===== config.mk =====
export PLATFORM = sky130hd
export DESIGN_NAME = req_index_arbiter
export DESIGN_NICKNAME = d
export VERILOG_FILES = /design/src/rtl/req_index_arbiter.sv
export SDC_FILE = /design/constraint.sdc
export NUM_CORES = 1
export LEC_CHECK = 0
export ABC_CLOCK_PERIOD_IN_PS = 3180
export CAP_MARGIN = 40
export CORE_MARGIN = 2
export CORE_UTILIZATION = 35
export DETAILED_ROUTE_END_ITERATION = 10
export GPL_TIMING_DRIVEN = 1
export PLACE_DENSITY = 0.67
export SLEW_MARGIN = 30
export SYNTH_ARGS = -nofsm -noshare
export SYNTH_HDL_FRONTEND = slang
export SYNTH_SLANG_ARGS = --single-unit

===== constraint.sdc =====
create_clock -name clk_i -period 3.18 [get_ports clk_i]
set_input_delay 0.318 -clock clk_i [delete_from_list [all_inputs] [get_ports clk_i]]
set_output_delay 0.318 -clock clk_i [all_outputs]
set_load 0.05 [all_outputs]

===== src/rtl/req_index_arbiter.sv =====
// Round-robin request arbiter feeding a small index FIFO with valid/ready output.
// Define REQ_INDEX_ARBITER_STATS_EN to enable the 16-bit grant counter on gnt_cnt_o.

package common_pkg;
  parameter int TEST_PARAM = 4;
endpackage

module req_index_arbiter #(
  parameter int NUM_REQ    = common_pkg::TEST_PARAM,
  parameter int FIFO_DEPTH = 4,
  parameter int IDX_W      = $clog2(NUM_REQ)
) (
  input  logic                          clk_i,
  input  logic                          rst_i,
  input  logic [NUM_REQ-1:0]            req_i,
  output logic [NUM_REQ-1:0]            gnt_o,
  input  logic                          flush_i,
  output logic [IDX_W-1:0]              aa_o,
  output logic                          a_o,
  input  logic                          ready_i,
  output logic                          full_o,
  output logic [$clog2(FIFO_DEPTH):0]   level_o,
  output logic [15:0]                   gnt_cnt_o
);

  localparam int ADDR_W = $clog2(FIFO_DEPTH);
  localparam int PTR_W  = ADDR_W + 1;

  logic [PTR_W-1:0]   wr_ptr_reg, wr_ptr_next;
  logic [PTR_W-1:0]   rd_ptr_reg, rd_ptr_next;
  logic [IDX_W-1:0]   last_reg, last_next;
  logic [IDX_W-1:0]   aa_reg, aa_next;
  logic [IDX_W-1:0]   mem [FIFO_DEPTH];

  logic               empty;
  logic               full;
  logic [PTR_W-1:0]   level;
  logic               pop;
  logic               push_ok;
  logic               push;
  logic [ADDR_W-1:0]  wr_addr;
  logic [ADDR_W-1:0]  rd_addr_after;

  logic [NUM_REQ-1:0] masked_req;
  logic [NUM_REQ-1:0] pick_req;
  logic [NUM_REQ-1:0] onehot;
  logic [IDX_W-1:0]   winner;

  // FIFO status from the extra-MSB pointer scheme
  assign empty   = (wr_ptr_reg == rd_ptr_reg);
  assign full    = (wr_ptr_reg[ADDR_W] != rd_ptr_reg[ADDR_W]) &&
                   (wr_ptr_reg[ADDR_W-1:0] == rd_ptr_reg[ADDR_W-1:0]);
  assign level   = wr_ptr_reg - rd_ptr_reg;
  assign pop     = !empty && ready_i && !flush_i;
  assign push_ok = !full || (!empty && ready_i);
  assign push    = (|req_i) && push_ok && !flush_i && !rst_i;

  assign wr_addr       = wr_ptr_reg[ADDR_W-1:0];
  assign rd_addr_after = rd_ptr_reg[ADDR_W-1:0] + ADDR_W'(1);

  // Requests above the last winner get first pick; otherwise wrap to the full set
  genvar gi;
  generate
    for (gi = 0; gi < NUM_REQ; gi++) begin : g_mask
      assign masked_req[gi] = req_i[gi] & (gi > int'(last_reg));
    end
  endgenerate

  assign pick_req = (|masked_req) ? masked_req : req_i;

  generate
    for (gi = 0; gi < NUM_REQ; gi++) begin : g_lowest
      if (gi == 0) begin : g_first
        assign onehot[gi] = pick_req[gi];
      end else begin : g_rest
        assign onehot[gi] = pick_req[gi] & ~(|pick_req[gi-1:0]);
      end
    end
  endgenerate

  always_comb begin
    winner = '0;
    for (int i = 0; i < NUM_REQ; i++) begin
      if (onehot[i]) begin
        winner = winner | IDX_W'(i);
      end
    end
  end

  assign gnt_o = push ? onehot : '0;

  always_comb begin
    wr_ptr_next = wr_ptr_reg;
    rd_ptr_next = rd_ptr_reg;
    last_next   = last_reg;
    aa_next     = aa_reg;
    if (flush_i) begin
      rd_ptr_next = wr_ptr_reg;
    end else begin
      if (push) begin
        wr_ptr_next = wr_ptr_reg + PTR_W'(1);
        last_next   = winner;
      end
      if (pop) begin
        rd_ptr_next = rd_ptr_reg + PTR_W'(1);
      end
      // Head register tracks the entry that will sit at rd_ptr after this edge
      if (empty && push) begin
        aa_next = winner;
      end else if (pop && (level > PTR_W'(1))) begin
        aa_next = mem[rd_addr_after];
      end else if (pop && push && (level == PTR_W'(1))) begin
        aa_next = winner;
      end
    end
  end

  always_ff @(posedge clk_i or posedge rst_i) begin
    if (rst_i) begin
      wr_ptr_reg <= '0;
      rd_ptr_reg <= '0;
      last_reg   <= IDX_W'(NUM_REQ - 1);
      aa_reg     <= '0;
    end else begin
      wr_ptr_reg <= wr_ptr_next;
      rd_ptr_reg <= rd_ptr_next;
      last_reg   <= last_next;
      aa_reg     <= aa_next;
    end
  end

  // Storage array has no reset so it can map onto distributed/block RAM
  always_ff @(posedge clk_i) begin
    if (push) begin
      mem[wr_addr] <= winner;
    end
  end

  assign aa_o    = aa_reg;
  assign a_o     = !empty;
  assign full_o  = full;
  assign level_o = level;

`ifdef REQ_INDEX_ARBITER_STATS_EN
  logic [15:0] gnt_cnt_reg;

  always_ff @(posedge clk_i or posedge rst_i) begin
    if (rst_i) begin
      gnt_cnt_reg <= '0;
    end else if (push) begin
      gnt_cnt_reg <= gnt_cnt_reg + 16'd1;
    end
  end

  assign gnt_cnt_o = gnt_cnt_reg;
`else
  assign gnt_cnt_o = 16'h0000;
`endif

endmodule


Yosys cells after proc, flatten, opt, wreduce, memory -nomap -nowiden
Memory sizes are Yosys's and may differ from the RTL's.
Index checks and enable logic that the tools add are counted.
Widths: inputs -> output; s select.
- word-level logic and storage cells: 62
- bits in latches: 0
- input port bits: 8
- ROM bits: 0
- RAM bits: 8
- memories kept: 1
- register bits after elaboration: 10
- output and inout bits: 27
- mux-type cells: 12
- shift operators: 0
- $add $sub $neg: 4
- multipliers: 0
- div/mod/pow operators: 0
- equal/unequal tests: 4
- reduce and logical (&&, ||, !) cells: 23
- bitwise operators: 10
- $lt $le $gt $ge: 4
- memories (name ; words ; bits a word ; read ports ; clocked after memory_dff ; write ports ; RTL line ; text):
    mem ; 4 ; 2 ; 1 ; 0 ; 1 ; 33 ; logic [IDX_W-1:0] mem [FIFO_DEPTH];
- operators by type and width (cell ; count):
    $logic_and 1x1->1 ; 10
    $mux 2 ; 5
    $mux 4 ; 2
    $add 3x1->3 const B ; 2
    $and 1x1->1 ; 6
    $mux 3 ; 2
    $reduce_or 3->1 ; 2
    $gt 2x2->1 const A ; 2
    $logic_not 1->1 ; 4
    $not 1->1 ; 4
    $reduce_and 2->1 ; 2
    $reduce_or 4->1 ; 1
    $eq 3x1->1 const B ; 1
    $eq 3x3->1 ; 1
    $gt 3x1->1 const B ; 1
    $mux 1 ; 3
    $reduce_bool 3->1 ; 1
    $sub 3x3->3 ; 1
    $add 2x1->2 const B ; 1
    $eq 2x2->1 ; 1
    $gt 1x2->1 const A ; 1
    $reduce_bool 2->1 ; 1
    $reduce_or 2->1 ; 1
    $logic_or 1x1->1 ; 1
    $ne 1x1->1 ; 1

Logic depth before layout (Yosys ltp)
- depth after elaboration: 12
- mapped depth: 7
- depth with buffers taken out: 7

Least setup slack after synthesis
Ideal clock, no wire load.
- path kind: reg-to-output
- from: register wr_ptr_reg[0]
- to: output gnt_o[0]
- path slack: 566 ps
- data required time: 2862 ps
- data arrival time: 2296 ps
- stages on the path, launching flop included: 7
- path through: dfrtp_1 -> inv_1 -> ha_1 -> nand2_1 -> o31a_4 -> buf_6 -> nor3b_1
- cells in the longest elaborated chain, start to end: 8
- elaborated cells on any way between the ends: 11
- classes of those cells: 2 x eq/ne; 1 x mux; 8 x reduce/logical
- RTL lines (element ; RTL line ; text):
    from (decl) ; 29 ; logic [PTR_W-1:0] wr_ptr_reg, wr_ptr_next;
    from (signal assigned) ; 125 ; wr_ptr_reg <= wr_ptr_next;
    $eq 3x3->1 / $eq 2x2->1 (equally long branches) ; 50, 52 ;
    $logic_not 1->1 / $logic_and 1x1->1 (equally long branches) ; 55, 51 ;
    $logic_and 1x1->1 / $logic_not 1->1 (equally long branches) ; 55 ; assign push_ok = !full || (!empty && ready_i);
    $logic_or 1x1->1 * ; 55 ;
    $logic_and 1x1->1 * (3 in a row) ; 56 ; assign push = (|req_i) && push_ok && !flush_i && !rst_i;
    $mux 4 * ; 90 ; assign gnt_o = push ? onehot : '0;
    to (decl) ; 16 ; output logic [NUM_REQ-1:0] gnt_o,
Mark *: on every way between the ends. The rest lies on a longest branch, timed or not.

Final worst setup path
- from: register wr_ptr_reg[0]
- to: output level_o[2]
- cells in the longest elaborated chain, start to end: 1
- RTL lines (element ; RTL line ; text):
    $sub 3x3->3 ; 53 ; assign level = wr_ptr_reg - rd_ptr_reg;
    to (decl) ; 22 ; output logic [$clog2(FIFO_DEPTH):0] level_o,
Every way passes these cells.

==> impl_results.md <==
- Setup slack after placement: 0.348 ns
- Max FFs per register: 8
- Final Setup Violations: 0
- Initial Util: 37.2%
- Ys Warns: 0
- Root Driver: clkbuf_4
- Share of flip-flops with an asynchronous set or reset: 55.6%
- Setup_tns: 0 ns
- CP arrival: 2.57 ns
- Worst-Skew Late Latency: 0.29 ns
- Via count: 852
- Die W: 64.0 um
- H-tree Lvls: 1
- DR WL/cell: 12.5 um
- Number of global-route vias before repair: 814
- Top FF cell, synth: edfxtp_1
- Chip height: 64.0 um
- Grt ovf: 0
- Final hold vios: 0
- Gate Count Post-Synth: 119
- Layout overhead on the synthesized area: 14.9%
- Clock tree buffer depth: 2
- Worst Clk Skew: 0.00499 ns
- Netlist cell types: 39
- Num CTS Buffers: 3
- R2R cell count: 7
- Number of synthesized flops with an enable pin: 8
- Buffers on Ports: 18
- Initial antenna violation count: 0
- Dpl hpwl: 1890 um
- Dpl cells: 181
- Max-Cap Viols: 0
- Synth top area share: 19.0%
- CP Class: reg -> out
- DR DRC count: 0
- Initial DRC count: 31
- DRT antenna net count: 0
- Syn avg cell area: 10.6 um^2
- Max FO, Critical Path: 4
- Final wirelength: 2310 um
- Worst path required time: 2.86 ns
- Full die area: 4100 um^2
- Worst Hold Class: in -> async
- CTS Sinks: 18
- Nets: 156
- Tmin final: 2.89 ns
- PnR worst setup slack: 0.292 ns
- Post_cts resized: 0
- Leading cell type by number of instances after synthesis: buf_4
- CTS tree: built
- Layout cell share with drive strength beyond 1: 13.7%
- Rel. slew slack: 46.5%
- FMAX: 0.346 GHz
- Rows: 21
- Vias per std cell: 4.61
- Routability Congestion: 0.886
- N_diodes: 0
- Crit path launch type: flip-flop
- First-pass GRT wire length: 3800 um
- DR pass1 iterations: 4
- CTS clock-pin slew for the worst setup and hold paths: 0.10 ns
- RSZ-0062 raised after global routing: false
- Area of the core: 3390 um^2
- Synth Register Bits: 18
- Status: finished clean
- GRT Total Usage: 12.1%
- Max Slew Vio Count: 0
- Final cell count without fillers: 185
- Post-synth top area cell: edfxtp_1
- Setup Buffers After CTS: 0
- Endpoint class of the critical path: output port
- Tcrit/Tclk final: 90.8%
- Largest net degree at the start of global routing: 15
- Synth top area cells: edfxtp_1 19%, dfrtp_1 16%, buf_4 9.5%
- Synth Cell Area: 1260 um^2
- Post-synthesis sequential area ratio: 39.1%
- Synth cell count leaders: 16 x buf_4, 10 x nand2_1, 8 x dfrtp_1, 8 x edfxtp_1, 8 x inv_1
- Total I/O pin count: 35
- Worst hold slack: 0.367 ns
- # hold bufs at CTS: 0
- Tightest Pin Transition: 0.800 ns
-- worst max-delay path, cell delays in order, from the launching register on --
cell	delay, ns
dfrtp_1	0.43
inv_1	0.13
ha_1	0.24
fa_1	0.38
xnor2_1	0.25
clkdlybuf4s50_1	0.85
-- cell type report --
class	count	area, um^2
sequential	18	493
clock buffer	3	22.5
timing repair buffer	19	183
tap	46	57.6
inverter	9	33.8
fill	308	1940
multi-input combinational	89	656
clock inverter	1	3.75
-- final timing paths --
path | from | end | slack, ns
max | wr_ptr_reg[0] | level_o[2] | 0.29
min | rst_i | wr_ptr_reg[0] | 0.37
max reg2reg | wr_ptr_reg[0] | aa_o[0] | 1.26
min reg2reg | wr_ptr_reg[2] | wr_ptr_reg[2] | 0.56
max in group asynchronous | rst_i | last_reg[0] | 2.59
min in group clk_i | wr_ptr_reg[2] | wr_ptr_reg[2] | 0.56
-- cells in the final DEF, fill, tap and decap left out, types with 2 or more instances in the layout --
cell type | synthesis | layout
nand2b_1 | 2 | 2
o2111a_1 | 2 | 2
and2_1 | 4 | 4
nand2_1 | 10 | 10
edfxtp_1 | 8 | 8
inv_1 | 8 | 8
and3_1 | 5 | 5
clkdlybuf4s50_1 | 0 | 16
o21ai_1 | 4 | 4
o21ai_0 | 4 | 4
a21oi_1 | 3 | 3
nor2b_1 | 2 | 2
mux2i_1 | 3 | 3
xnor2_1 | 2 | 2
conb_1 | 1 | 16
nor2_1 | 4 | 4
clkbuf_4 | 0 | 3
xor2_1 | 3 | 3
ha_1 | 7 | 7
dfrtp_1 | 8 | 8
dfstp_2 | 2 | 2
mux4_2 | 2 | 2
o22ai_1 | 2 | 2
buf_4 | 16 | 3
-- layer usage --
layer  part of all wire, %  vias to the layer above  GRT usage, %
li1                      -                      419             -
met1                    42                      403          14.0
met2                    54                       30          21.7
met3                   4.5                        0          3.35
met4                     0                        0          2.99
met5                     0                        -             0
-- cells by family after synthesis --
kind of cell | synth area share [%]
and+or+nand+nor | 13.4
xor gates and xnor gates | 4.76
muxes | 7.14
buffers and inverters | 13.4
DFF | 39.1
adders and majority gates | 8.53
AOI/OAI and AO/OA | 13.4
other | 0.297
-- stage by stage --
| step | instance area [um^2] | util [%] |
|---|---|---|
| final | 1450 | 42.7 |
| after CTS | 1450 | 42.7 |
| after floorplan | 1320 | - |
| after global placement | 1420 | 42.0 |
| after detailed placement | 1420 | 42.0 |
| after global routing | 1450 | 42.7 |
Power is not shown: default switching activity piles up to over one toggle a cycle in this logic, so the estimate is an artifact.
